`config.mk`:
```
export PLATFORM = sky130hd
export DESIGN_NAME = alarm_snooze_ctrl
export DESIGN_NICKNAME = d
export VERILOG_FILES = /design/src/rtl/alarm_pkg.sv /design/src/rtl/alarm_snooze_ctrl_sec_timer.sv /design/src/rtl/alarm_snooze_ctrl.sv
export SDC_FILE = /design/constraint.sdc
export NUM_CORES = 1
export LEC_CHECK = 0
export CAP_MARGIN = 25
export CELL_PAD_IN_SITES_DETAIL_PLACEMENT = 1
export CELL_PAD_IN_SITES_GLOBAL_PLACEMENT = 1
export CORE_ASPECT_RATIO = 0.8
export CORE_UTILIZATION = 39
export DETAILED_ROUTE_END_ITERATION = 6
export GPL_TIMING_DRIVEN = 0
export PLACE_DENSITY = 0.82
export REMOVE_ABC_BUFFERS = 1
export SYNTH_ARGS = -nofsm -noshare
export SYNTH_HDL_FRONTEND = slang
export SYNTH_SLANG_ARGS = --single-unit
```
`constraint.sdc`:
```
create_clock -name clk -period 2.1 [get_ports clk]
set_input_delay 0.42 -clock clk [delete_from_list [all_inputs] [get_ports clk]]
set_output_delay 0.42 -clock clk [all_outputs]
set_load 0.005 [all_outputs]
```
`src/rtl/alarm_pkg.sv`:
```
// Shared definitions for the alarm snooze controller: state encoding and
// default second counts.
package alarm_pkg;

  typedef logic [1:0] state_t;

  localparam state_t IDLE    = 2'd0;
  localparam state_t RINGING = 2'd1;
  localparam state_t SNOOZE  = 2'd2;
  localparam state_t DONE    = 2'd3;

  localparam int unsigned SNOOZE_SEC_DFLT   = 32'd540;
  localparam int unsigned RING_TIMEOUT_DFLT = 32'd600;

endpackage

```
`src/rtl/alarm_snooze_ctrl_sec_timer.sv`:
```
// Seconds timer shared by the ringing and snooze intervals. A load always
// wins; increment/decrement only move on a sec_tick pulse.
module sec_timer #(
  parameter int unsigned TW   = 32'd10,
  parameter int unsigned LAST = 32'd599
) (
  input  logic          clk_i,
  input  logic          rst_ni,
  input  logic          sec_tick_i,
  input  logic          load_i,
  input  logic [TW-1:0] load_val_i,
  input  logic          inc_i,
  input  logic          dec_i,
  output logic          is_one_o,
  output logic          is_last_o
);

  localparam logic [TW-1:0] ONE      = {{(TW-1){1'b0}}, 1'b1};
  localparam logic [TW-1:0] LAST_VAL = TW'(LAST);

  logic [TW-1:0] cnt_q;
  logic [TW-1:0] cnt_d;

  // Next count: load, tick-qualified step up/down, or hold.
  always_comb begin
    cnt_d = cnt_q;
    if (load_i) begin
      cnt_d = load_val_i;
    end else if (sec_tick_i && inc_i) begin
      cnt_d = cnt_q + ONE;
    end else if (sec_tick_i && dec_i) begin
      cnt_d = cnt_q - ONE;
    end else begin
      cnt_d = cnt_q;
    end
  end

  // Count register.
  always_ff @(posedge clk_i or negedge rst_ni) begin
    if (!rst_ni) begin
      cnt_q <= {TW{1'b0}};
    end else begin
      cnt_q <= cnt_d;
    end
  end

  assign is_one_o  = (cnt_q == ONE);
  assign is_last_o = (cnt_q == LAST_VAL);

endmodule

```
`src/rtl/alarm_snooze_ctrl.sv`:
```
// Alarm ring controller: starts ringing on a rising alarm match while armed,
// handles bounded timed snoozes, dismiss, and ring timeout with a sticky
// missed flag.
module alarm_snooze_ctrl
  import alarm_pkg::*;
#(
  parameter int unsigned SNOOZE_SEC       = SNOOZE_SEC_DFLT,
  parameter int unsigned RING_TIMEOUT_SEC = RING_TIMEOUT_DFLT,
  parameter int unsigned MAX_SNOOZES      = 32'd3,
  parameter int unsigned TW               = 32'd10
) (
  input  logic       clk,
  input  logic       rst_btn,
  input  logic       sec_tick,
  input  logic       match,
  input  logic       enable,
  input  logic       snooze,
  input  logic       dismiss,
  output logic       sound,
  output logic       snoozing,
  output logic [1:0] snoozes_left,
  output logic       missed
);

  localparam logic [1:0]    LEFT_INIT  = 2'(MAX_SNOOZES);
  localparam logic [TW-1:0] SNOOZE_VAL = TW'(SNOOZE_SEC);

  state_t        state_q, state_d;
  logic          match_q;
  logic [1:0]    left_q, left_d;
  logic          missed_q, missed_d;
  logic          start;
  logic          tmr_load;
  logic [TW-1:0] tmr_val;
  logic          tmr_inc;
  logic          tmr_dec;
  logic          tmr_is_one;
  logic          tmr_is_last;

  // A level already high when the alarm is armed must not start a ring.
  assign start = match & ~match_q;

  sec_timer #(
    .TW   (TW),
    .LAST (RING_TIMEOUT_SEC - 32'd1)
  ) u_timer (
    .clk_i      (clk),
    .rst_ni     (rst_btn),
    .sec_tick_i (sec_tick),
    .load_i     (tmr_load),
    .load_val_i (tmr_val),
    .inc_i      (tmr_inc),
    .dec_i      (tmr_dec),
    .is_one_o   (tmr_is_one),
    .is_last_o  (tmr_is_last)
  );

  // State, match history, snooze budget and missed flag registers.
  always_ff @(posedge clk or negedge rst_btn) begin
    if (!rst_btn) begin
      state_q  <= IDLE;
      match_q  <= 1'b0;
      left_q   <= LEFT_INIT;
      missed_q <= 1'b0;
    end else begin
      state_q  <= state_d;
      match_q  <= match;
      left_q   <= left_d;
      missed_q <= missed_d;
    end
  end

  // Next state, timer control and budget/missed updates in priority order.
  always_comb begin
    state_d  = state_q;
    left_d   = left_q;
    missed_d = missed_q;
    tmr_load = 1'b0;
    tmr_val  = {TW{1'b0}};
    tmr_inc  = 1'b0;
    tmr_dec  = 1'b0;
    case (state_q)
      IDLE: begin
        tmr_load = 1'b1;
        left_d   = LEFT_INIT;
        if (start && enable) begin
          state_d  = RINGING;
          missed_d = 1'b0;
        end else begin
          state_d = IDLE;
        end
      end
      RINGING: begin
        if (!enable) begin
          state_d = IDLE;
        end else if (dismiss) begin
          state_d = DONE;
        end else if (snooze && (left_q != 2'd0)) begin
          state_d  = SNOOZE;
          tmr_load = 1'b1;
          tmr_val  = SNOOZE_VAL;
          left_d   = left_q - 2'd1;
        end else if (sec_tick && tmr_is_last) begin
          // A snooze on the timeout tick was taken above, so missed stays clear.
          state_d  = DONE;
          missed_d = 1'b1;
        end else begin
          tmr_inc = 1'b1;
        end
      end
      SNOOZE: begin
        if (!enable) begin
          state_d = IDLE;
        end else if (dismiss) begin
          state_d = DONE;
        end else if (sec_tick && tmr_is_one) begin
          state_d  = RINGING;
          tmr_load = 1'b1;
        end else begin
          tmr_dec = 1'b1;
        end
      end
      DONE: begin
        // Hold until the minute passes so the same match cannot re-trigger.
        if (!match) begin
          state_d = IDLE;
        end else begin
          state_d = DONE;
        end
      end
      default: begin
        state_d = IDLE;
      end
    endcase
  end

  // Outputs decoded from registers only, so reset clears them immediately.
  always_comb begin
    sound        = (state_q == RINGING);
    snoozing     = (state_q == SNOOZE);
    snoozes_left = left_q;
    missed       = missed_q;
  end

endmodule

```
==> results.sh <==
export IMPL_status="finished, violations left"
export IMPL_failed_checks="negative setup slack"
export IMPL_p_int_w=0.000918
export IMPL_initial_utilization=0.425
export IMPL_fin_util=0.545
export IMPL_rows=18
export IMPL_seqPwrFrac=0.293
export IMPL_grt_pass1_vias=1360
export IMPL_p_total_w=0.00168
export IMPL_cts_buffers=3
export IMPL_area_growth_pct=28.3
export IMPL_drive_gt1_frac=0.345
export IMPL_drt_initial_drc_count=109
export IMPL_grt_max_degree=17
export IMPL_synth_top_cell_area_share=0.258
export IMPL_swShare=0.453
export IMPL_core_um2=3200
export IMPL_crit_path_start_kind="flop"
export IMPL_maxCapViolCount=0
export IMPL_async_flop_share=1.00
export IMPL_end_kind="flop"
export IMPL_switchingPower_w=0.000759
export IMPL_synth_top_area_cell="dfrtp_1"
export IMPL_path_clk_slew_ps=60
export IMPL_die_area_um2=3730
export IMPL_die_w_um=68.0
export IMPL_grt_antenna_before_repair=0
export IMPL_fmax_mhz=454
export IMPL_place_congestion=0.834
export IMPL_ioPinCount=12
export IMPL_fin_nets=194
export IMPL_synth_seq_cells=16
export IMPL_firstDrtPassIters=4
export IMPL_required_ps=2220
export IMPL_tightest_slew_ps=805
export IMPL_clockBufferDepth=2
export IMPL_synth_most_common_cell="nor2_1"
export IMPL_synthTopCellsByCount="nor2_1 (17), dfrtp_1 (14), a21oi_1 (12)"
export IMPL_synthFlopType="dfrtp_1"
export IMPL_clkSinkCount=16
export IMPL_worstHoldPathType="flop to flop"
export IMPL_worst_slack_ps=-104
export IMPL_fin_crit_ps=2200
export IMPL_hold_ws_ps=552
export IMPL_slew_headroom=0.462
export IMPL_skew_ps=15.1
export IMPL_power_leakage_nw=0.753
export IMPL_combPwrFrac=0.532
export IMPL_syn_area_um2=1360
export IMPL_postCtsHoldBufs=0
export IMPL_grt_overflow_total=0
export IMPL_drc=0
export IMPL_fin_crit_sh=1.05
export IMPL_hpwl_um=2800
export IMPL_port_buffers=11
export IMPL_cts_max_level=1
export IMPL_cts_tree="done"
export IMPL_syn_inst=152
export IMPL_synth_distinct_cells=50
export IMPL_grt_pass1_wl_um=6950
export IMPL_dp_slack_ps=-882
export IMPL_clock_power_share=0.175
export IMPL_viasPerCell=6.21
export IMPL_grt_use_total=0.269
export IMPL_wl_per_cell_um=21.9
export IMPL_final_hold_viol_count=0
export IMPL_setup_viol_count_final=11
export IMPL_worst_skew_pair_late_latency_ps=270
export IMPL_rsz0062_at_grt="true"
export IMPL_place_inst=196
export IMPL_seq_area_frac_synth=0.297
export IMPL_layout_cells_non_filler=217
export IMPL_crit_fanout=8
export IMPL_die_h_um=54.8
export IMPL_cts_root_buf="clkbuf_8"
export IMPL_ant_nets=0
export IMPL_peakVddDrop_mv=0.398
export IMPL_diodes=0
export IMPL_critPathKind="flop to flop"
export IMPL_power_density_nw_per_um2=962
export IMPL_synth_area_per_cell_um2=8.94
export IMPL_cp_arrival_ps=2320
export IMPL_vias=1348
export IMPL_synth_area_leaders="dfrtp_1 (26%), ha_1 (8.3%), nor2_1 (4.7%), o211ai_2 (4.6%), a21oi_1 (4.4%)"
export IMPL_synth_warnings=0
export IMPL_routed_wl_um=4760
export IMPL_slew_viol_final=0
export IMPL_synth_edf_count=0
==> state kept, by name, summed over array words and instances (netlist names) <==
name / count
missed: 1
state_q: 2
match_q: 1
u_timer.cnt_q: 10
snoozes_left: 2
==> cell type report <==
class	instances	area, µm²
clock buffers	4	55.1
fillers	372	1460
inverters	7	26.3
multi-input cells	122	960
flip-flops and latches	16	410
well taps	40	50.0
repair buffers	28	241
==> worst max-delay path: stages (launching register included) <==
cell	delay [ps]
dfrtp_2	450
or4_4	600
o31a_1	370
o21bai_4	270
o211ai_2	100
xor2_1	190
a21oi_1	80
==> cells in the final DEF (no fill, tap or decap), types with 2 or more instances in the layout <==
master	netlist	layout
dfrtp_1	14	8
dfstp_2	2	2
ha_1	9	5
o21ai_1	0	2
nor2_1	17	17
nor3_1	5	4
xor2_1	6	6
xnor2_1	3	3
o211ai_2	5	5
ha_4	0	3
clkbuf_8	1	4
o31a_1	2	2
dlymetal6s2s_1	0	2
o21ai_0	5	3
and3_2	2	2
nand4_1	2	2
dfrtp_2	0	6
buf_4	2	16
clkdlybuf4s50_1	0	8
inv_1	7	5
nand3_1	8	8
nand2_1	10	8
inv_2	0	2
and3_1	2	2
o21a_1	4	4
a21oi_2	0	3
a21oi_1	12	9
or4_1	2	2
==> logic make-up after synthesis <==
group                    synth area share
adder cells (fa/ha/maj)            0.0829
flip-flops                          0.297
XOR/XNOR                           0.0580
AO/OA/AOI/OAI                       0.229
buffers and inverters              0.0691
AND/OR/NAND/NOR                     0.264
==> repair_timing <==
action	in CTS	in global routing
pin swaps	9	8
setup endpoints to repair	14	14
gates resized for setup	24	14
buffers inserted	10	7
==> through the flow <==
step | area [µm²] | TNS [ps]
final | 1740 | -624
after global routing | 1740 | -1300
after CTS | 1640 | -140
after detailed placement | 1450 | -8080
after global placement | 1450 | -7100
after floorplan | 1290 | 0
==> power by group through the flow <==
stage                     Clock (W)  Sequential, W  Combinational [W]
after floorplan                   0       0.000445           0.000474
after global placement            0       0.000469           0.000632
after detailed placement          0       0.000478           0.000672
after CTS                  0.000297       0.000474           0.000755
after global routing       0.000313       0.000502           0.000956
final                      0.000293       0.000492           0.000892
==> worst paths after layout <==
| kind | from | to | slack [ps] | cells after the start |
|---|---|---|---|---|
| min reg2reg | missed | missed | 550 | 2 |
| min in group asynchronous | rst_btn | match_q | 620 | 1 |
| min | missed | missed | 550 | 2 |
| max reg2reg | u_timer.cnt_q[5] | u_timer.cnt_q[3] | -100 | 6 |
| max | u_timer.cnt_q[5] | u_timer.cnt_q[3] | -100 | 6 |
| max in group asynchronous | rst_btn | u_timer.cnt_q[0] | 920 | 1 |
==> routing by layer <==
metal,up-vias,part of all wire,global-route usage
met4,0,0.034,0.153
met5,-,0,0
li1,606,-,-
met1,671,0.43,0.327
met3,19,0.056,0.0583
met2,52,0.48,0.440
Note: power is estimated with default switching activity, not from simulation.
==> patch 1 (same settings) <==
Put a register stage on the output `snoozes_left`, with the module's reset. The value now appears one clock later. The other outputs are not delayed to match.
--- a/src/rtl/alarm_snooze_ctrl.sv
+++ b/src/rtl/alarm_snooze_ctrl.sv
@@ -25,4 +25,6 @@
   localparam logic [1:0]    LEFT_INIT  = 2'(MAX_SNOOZES);
   localparam logic [TW-1:0] SNOOZE_VAL = TW'(SNOOZE_SEC);
+
+  logic [1:0] snoozes_left_d;
 
   state_t        state_q, state_d;
@@ -139,6 +141,14 @@
     sound        = (state_q == RINGING);
     snoozing     = (state_q == SNOOZE);
-    snoozes_left = left_q;
+    snoozes_left_d = left_q;
     missed       = missed_q;
+  end
+
+  always_ff @(posedge clk or negedge rst_btn) begin
+    if (!rst_btn) begin
+      snoozes_left <= '0;
+    end else begin
+      snoozes_left <= snoozes_left_d;
+    end
   end
 
Check against the original RTL: not equivalent (a bounded check fails within 4 cycles, from zero or initial values and one cycle with rst_btn low).
==> patch 1 against the unedited design <==
The flow still finishes with violations (setup timing); area after synthesis down 0.55%; final cell count grew 1.8%; setup slack improved by 86 ps; worst hold slack worse by 140 ps; routed wire length decreased by 5.0%; die area shrank 0.54%; sequential cell count grew 2; global-route usage is 1.0 points lower; design area rose by 2.6%; critical path depth is 1 higher; fmax grew 4.1%.
Power is not compared: it rests on default switching activity, and its combinational part moved more than twofold at a synthesized area within 25%.
==> patch 1: results (changes against the unedited design) <==
The maximum number of pins on one net before global-route repair was 19 (was 17). Run status: complete, but fails checks (unchanged). The routed length per instance is 20.5 um (was 21.9 um). The maximum clock skew at final layout is 5.78 ps (was 15.1 ps). The timing startpoint of the critical path is u_timer.cnt_q[7] (was u_timer.cnt_q[5]). The number of setup violations in the final report is 3 (was 11).

The post-CTS repair timing setup buffer count came out at 13 (was 10). Failing checks: setup timing (unchanged). The length in cells of the worst reg-to-reg path came out at 7 (was 6). Main area contributors after synthesis: sky130_fd_sc_hd__dfrtp_1 30%, sky130_fd_sc_hd__ha_1 8.3%, sky130_fd_sc_hd__o21ai_0 5.9% (was sky130_fd_sc_hd__dfrtp_1 26%, sky130_fd_sc_hd__ha_1 8.3%, sky130_fd_sc_hd__nor2_1 4.7%).

The cell depth of the worst hold path came out at 0 (was 2). The worst hold slack after final layout was 411 ps (was 552 ps). The setup TNS after final layout is -37.6 ps (was -624 ps). The met2 layer wire length in the routed design was 2.29 mm (about the same). The sum of met3 wire segment lengths after detailed routing is 91 um (was 266 um).

The post-placement setup slack is -1070 ps (was -882 ps). The total wire length is 4.53 mm (was 4.76 mm). The synthesized area per cell came out at 8.72 sq um (was 8.94 sq um). The biggest cell delay along the critical path came out at 580 ps (was 600 ps). The synthesized-area fraction occupied by ao, oa, aoi and oai cells was 0.191 (was 0.229). The worst hold path startpoint is left_q[0] (was missed).

The global-route wire length before repair came out at 6.63 mm (was 6.95 mm). The cell class contributing the biggest share of worst-path delay was simple AND/OR/NAND/NOR gates (was compound AO/OA/AOI/OAI gates). The length of routed wiring on met1 came out at 2.05 mm (about the same). The synthesized-area fraction occupied by adder cells is 0.0833 (was 0.0829). The post-cts gate resize count is 16 (was 24). The sequential cell area fraction in the yosys report is 0.335 (was 0.297). The multiplexer fraction of the synthesized cell area is 0.0296 (was 0). Synth cell count leaders: 18 x sky130_fd_sc_hd__nor2_1, 16 x sky130_fd_sc_hd__dfrtp_1, 16 x sky130_fd_sc_hd__o21ai_0 (was 17 x sky130_fd_sc_hd__nor2_1, 14 x sky130_fd_sc_hd__dfrtp_1, 12 x sky130_fd_sc_hd__a21oi_1). The share of the synthesized netlist area taken by xor and xnor gates is 0.0583 (was 0.0580). The via count of the first global-routing pass is 1,265 (was 1,360). The endpoint of the worst hold-timing path is snoozes_left[0] (was missed). The data arrival time at the worst-slack endpoint is 2250 ps (was 2320 ps). The capture point of the worst path is u_timer.cnt_q[2] (was u_timer.cnt_q[3]). The post-detailed-placement half-perimeter wirelength came to 2.88 mm (was 2.80 mm). The clock-pin slew reported for the worst setup and hold paths after clock tree synthesis was 80 ps (was 60 ps).

The number of distinct library cells after synthesis is 38 (was 50). The setup slack of the critical path after layout was -18.1 ps (was -104 ps).
[patch 1: cell count changes after synthesis, moves of 5 or more]
cell                       change
sky130_fd_sc_hd__xor2_1        -5
sky130_fd_sc_hd__nand2_1       -6
sky130_fd_sc_hd__xnor2_1       +5
sky130_fd_sc_hd__o21ai_0      +11
sky130_fd_sc_hd__o211ai_2      -5
[patch 1: layer usage]
layer  global-route usage  vias up
li1                     -      603
met3               0.0417        8
met4               0.0972        0
met5                    0        -
met1                0.332      657
met2                0.439       19
[patch 1: layout make-up]
class / count / area [sq um]
tap: 40 / 50.0
clock buffer: 4 / 55.1
timing repair buffer: 28 / 274
inverter: 10 / 37.5
multi-input combinational: 121 / 910
sequential: 18 / 462
fill: 375 / 1410
[patch 1: power breakdown]
part | switching (uW) | total (uW) | internal [uW] | leakage (uW)
logic | 97.7 | 175 | 77.4 | 0.000502
registers | 10.8 | 368 | 357 | 0.000220
clock network | 134 | 301 | 167 | 0.0000288
==> patch 2 (same settings) <==
Without the edit above. `TW` is set to 32'd10 in 2 places; all go to 32'd11.
--- a/src/rtl/alarm_snooze_ctrl_sec_timer.sv
+++ b/src/rtl/alarm_snooze_ctrl_sec_timer.sv
@@ -2,5 +2,5 @@
 // wins; increment/decrement only move on a sec_tick pulse.
 module sec_timer #(
-  parameter int unsigned TW   = 32'd10,
+  parameter int unsigned TW   = 32'd11,
   parameter int unsigned LAST = 32'd599
 ) (
--- a/src/rtl/alarm_snooze_ctrl.sv
+++ b/src/rtl/alarm_snooze_ctrl.sv
@@ -8,5 +8,5 @@
   parameter int unsigned RING_TIMEOUT_SEC = RING_TIMEOUT_DFLT,
   parameter int unsigned MAX_SNOOZES      = 32'd3,
-  parameter int unsigned TW               = 32'd10
+  parameter int unsigned TW               = 32'd11
 ) (
   input  logic       clk,
Formal check against the unedited RTL: no difference found for any inputs over 10 cycles, from zero or initial values and one cycle with rst_btn low; that may be too few to reach the edited logic, so the function may still have changed.
==> patch 2 against the unedited design <==
Routed wire length increased by 38%; die area up 2.8%; design area increased by 18%; via count increased by 25%; area after synthesis increased by 2.9%; sequential cell count up 1; setup slack got worse by 220 ps; fmax decreased by 9.0%; final cell count rose by 18%; worst hold slack improved by 31 ps; critical path type unchanged; count of clock-buffer cells in the layout did not move; the flow still finishes with violations (setup timing).
Power is not compared: it rests on default switching activity, and its combinational part moved more than twofold at a synthesized area within 25%.
==> patch 2: results (changes against the unedited design) <==
The routed length per instance was 25.7 um (was 21.9 um). Failing checks: setup timing (unchanged). The maximum number of pins on one net before global-route repair is 18 (was 17).

The via count of the first global-routing pass came out at 1,627 (was 1,360). The setup TNS after final layout came out at -2280 ps (was -624 ps). The average via count per standard cell is 6.57 (was 6.21). Synth cell count leaders: 17 x sky130_fd_sc_hd__nand2_1, 15 x sky130_fd_sc_hd__dfrtp_1, 14 x sky130_fd_sc_hd__nor2_1 (was 17 x sky130_fd_sc_hd__nor2_1, 14 x sky130_fd_sc_hd__dfrtp_1, 12 x sky130_fd_sc_hd__a21oi_1).

The clock-pin slew reported for the worst setup and hold paths after clock tree synthesis came out at 80 ps (was 60 ps). The starting DRC count in detailed routing came to 138 (was 109). The worst max-slew margin expressed relative to the limit is 0.441 (was 0.462). The slowest library cell on the worst path was sky130_fd_sc_hd__or4b_4 (was sky130_fd_sc_hd__or4_4). The setup slack of the critical path after layout is -322 ps (was -104 ps). The post-placement setup slack is -937 ps (was -882 ps).

The final weighted congestion in routability-driven placement came out at 0.851 (was 0.834). The global routing usage on met2 is 0.501 (was 0.440). The die width is 69.0 um (was 68.0 um).

The post-detailed-placement half-perimeter wirelength came out at 3.02 mm (was 2.80 mm). The startpoint of the worst register-to-register path was u_timer.cnt_q[0] (was u_timer.cnt_q[5]). The share of layout cells above drive strength 1 is 0.374 (was 0.345). The post-cts gate resize count was 28 (was 24). The length in cells of the worst reg-to-reg path came out at 8 (was 6). The total placed instance area came out at 0.00154 sq mm (was 0.00145 sq mm). The met3 demand-to-capacity share in global routing came out at 0.0888 (was 0.0583). Run status: complete, but fails checks (unchanged). The length of routed wiring on met1 came to 2.71 mm (was 2.05 mm). The number of distinct library cells after synthesis is 48 (was 50). The global-route wire length before repair is 8.30 mm (was 6.95 mm).

The met2 layer wire length in the routed design was 3.09 mm (was 2.29 mm). The overall fraction of global-route tracks in use came to 0.307 (was 0.269). The post-placement cell count came out at 217 (was 196). The data arrival time at the worst-slack endpoint came out at 2620 ps (was 2320 ps).

The synthesized area per cell came out at 8.23 sq um (was 8.94 sq um). The worst hold slack after final layout is 584 ps (was 552 ps). Main area contributors after synthesis: sky130_fd_sc_hd__dfrtp_1 27%, sky130_fd_sc_hd__ha_1 8.1%, sky130_fd_sc_hd__nand2_1 4.6% (was sky130_fd_sc_hd__dfrtp_1 26%, sky130_fd_sc_hd__ha_1 8.3%, sky130_fd_sc_hd__nor2_1 4.7%). The sum of met3 wire segment lengths after detailed routing is 537 um (was 266 um). The number of setup violations in the final report was 14 (was 11).
patch 2: cell count changes in the layout (fill, tap and decap cells not counted), moves of 5 or more:
| cell | delta |
|---|---|
| sky130_fd_sc_hd__nor2_1 | -8 |
| sky130_fd_sc_hd__o211ai_2 | -5 |
| sky130_fd_sc_hd__buf_4 | +13 |
| sky130_fd_sc_hd__nand2_1 | +9 |
| sky130_fd_sc_hd__buf_6 | +5 |
| sky130_fd_sc_hd__xor2_1 | -5 |
patch 2: logic make-up after synthesis:
group           count (synthesis)  synth area share
fa+ha+maj                       9            0.0805
xor+xnor                        6            0.0376
compound gates                 42             0.190
mux                             4            0.0286
simple gates                   77             0.318
flops                          17             0.306
buf+inv                        15            0.0402
patch 2: area by class of cell:
type	count	area, sq um
flip-flops and latches	17	434
fillers	402	1370
clock buffers	4	45.0
repair buffers	46	395
multi-input cells	138	1090
well taps	42	52.6
inverters	9	33.8
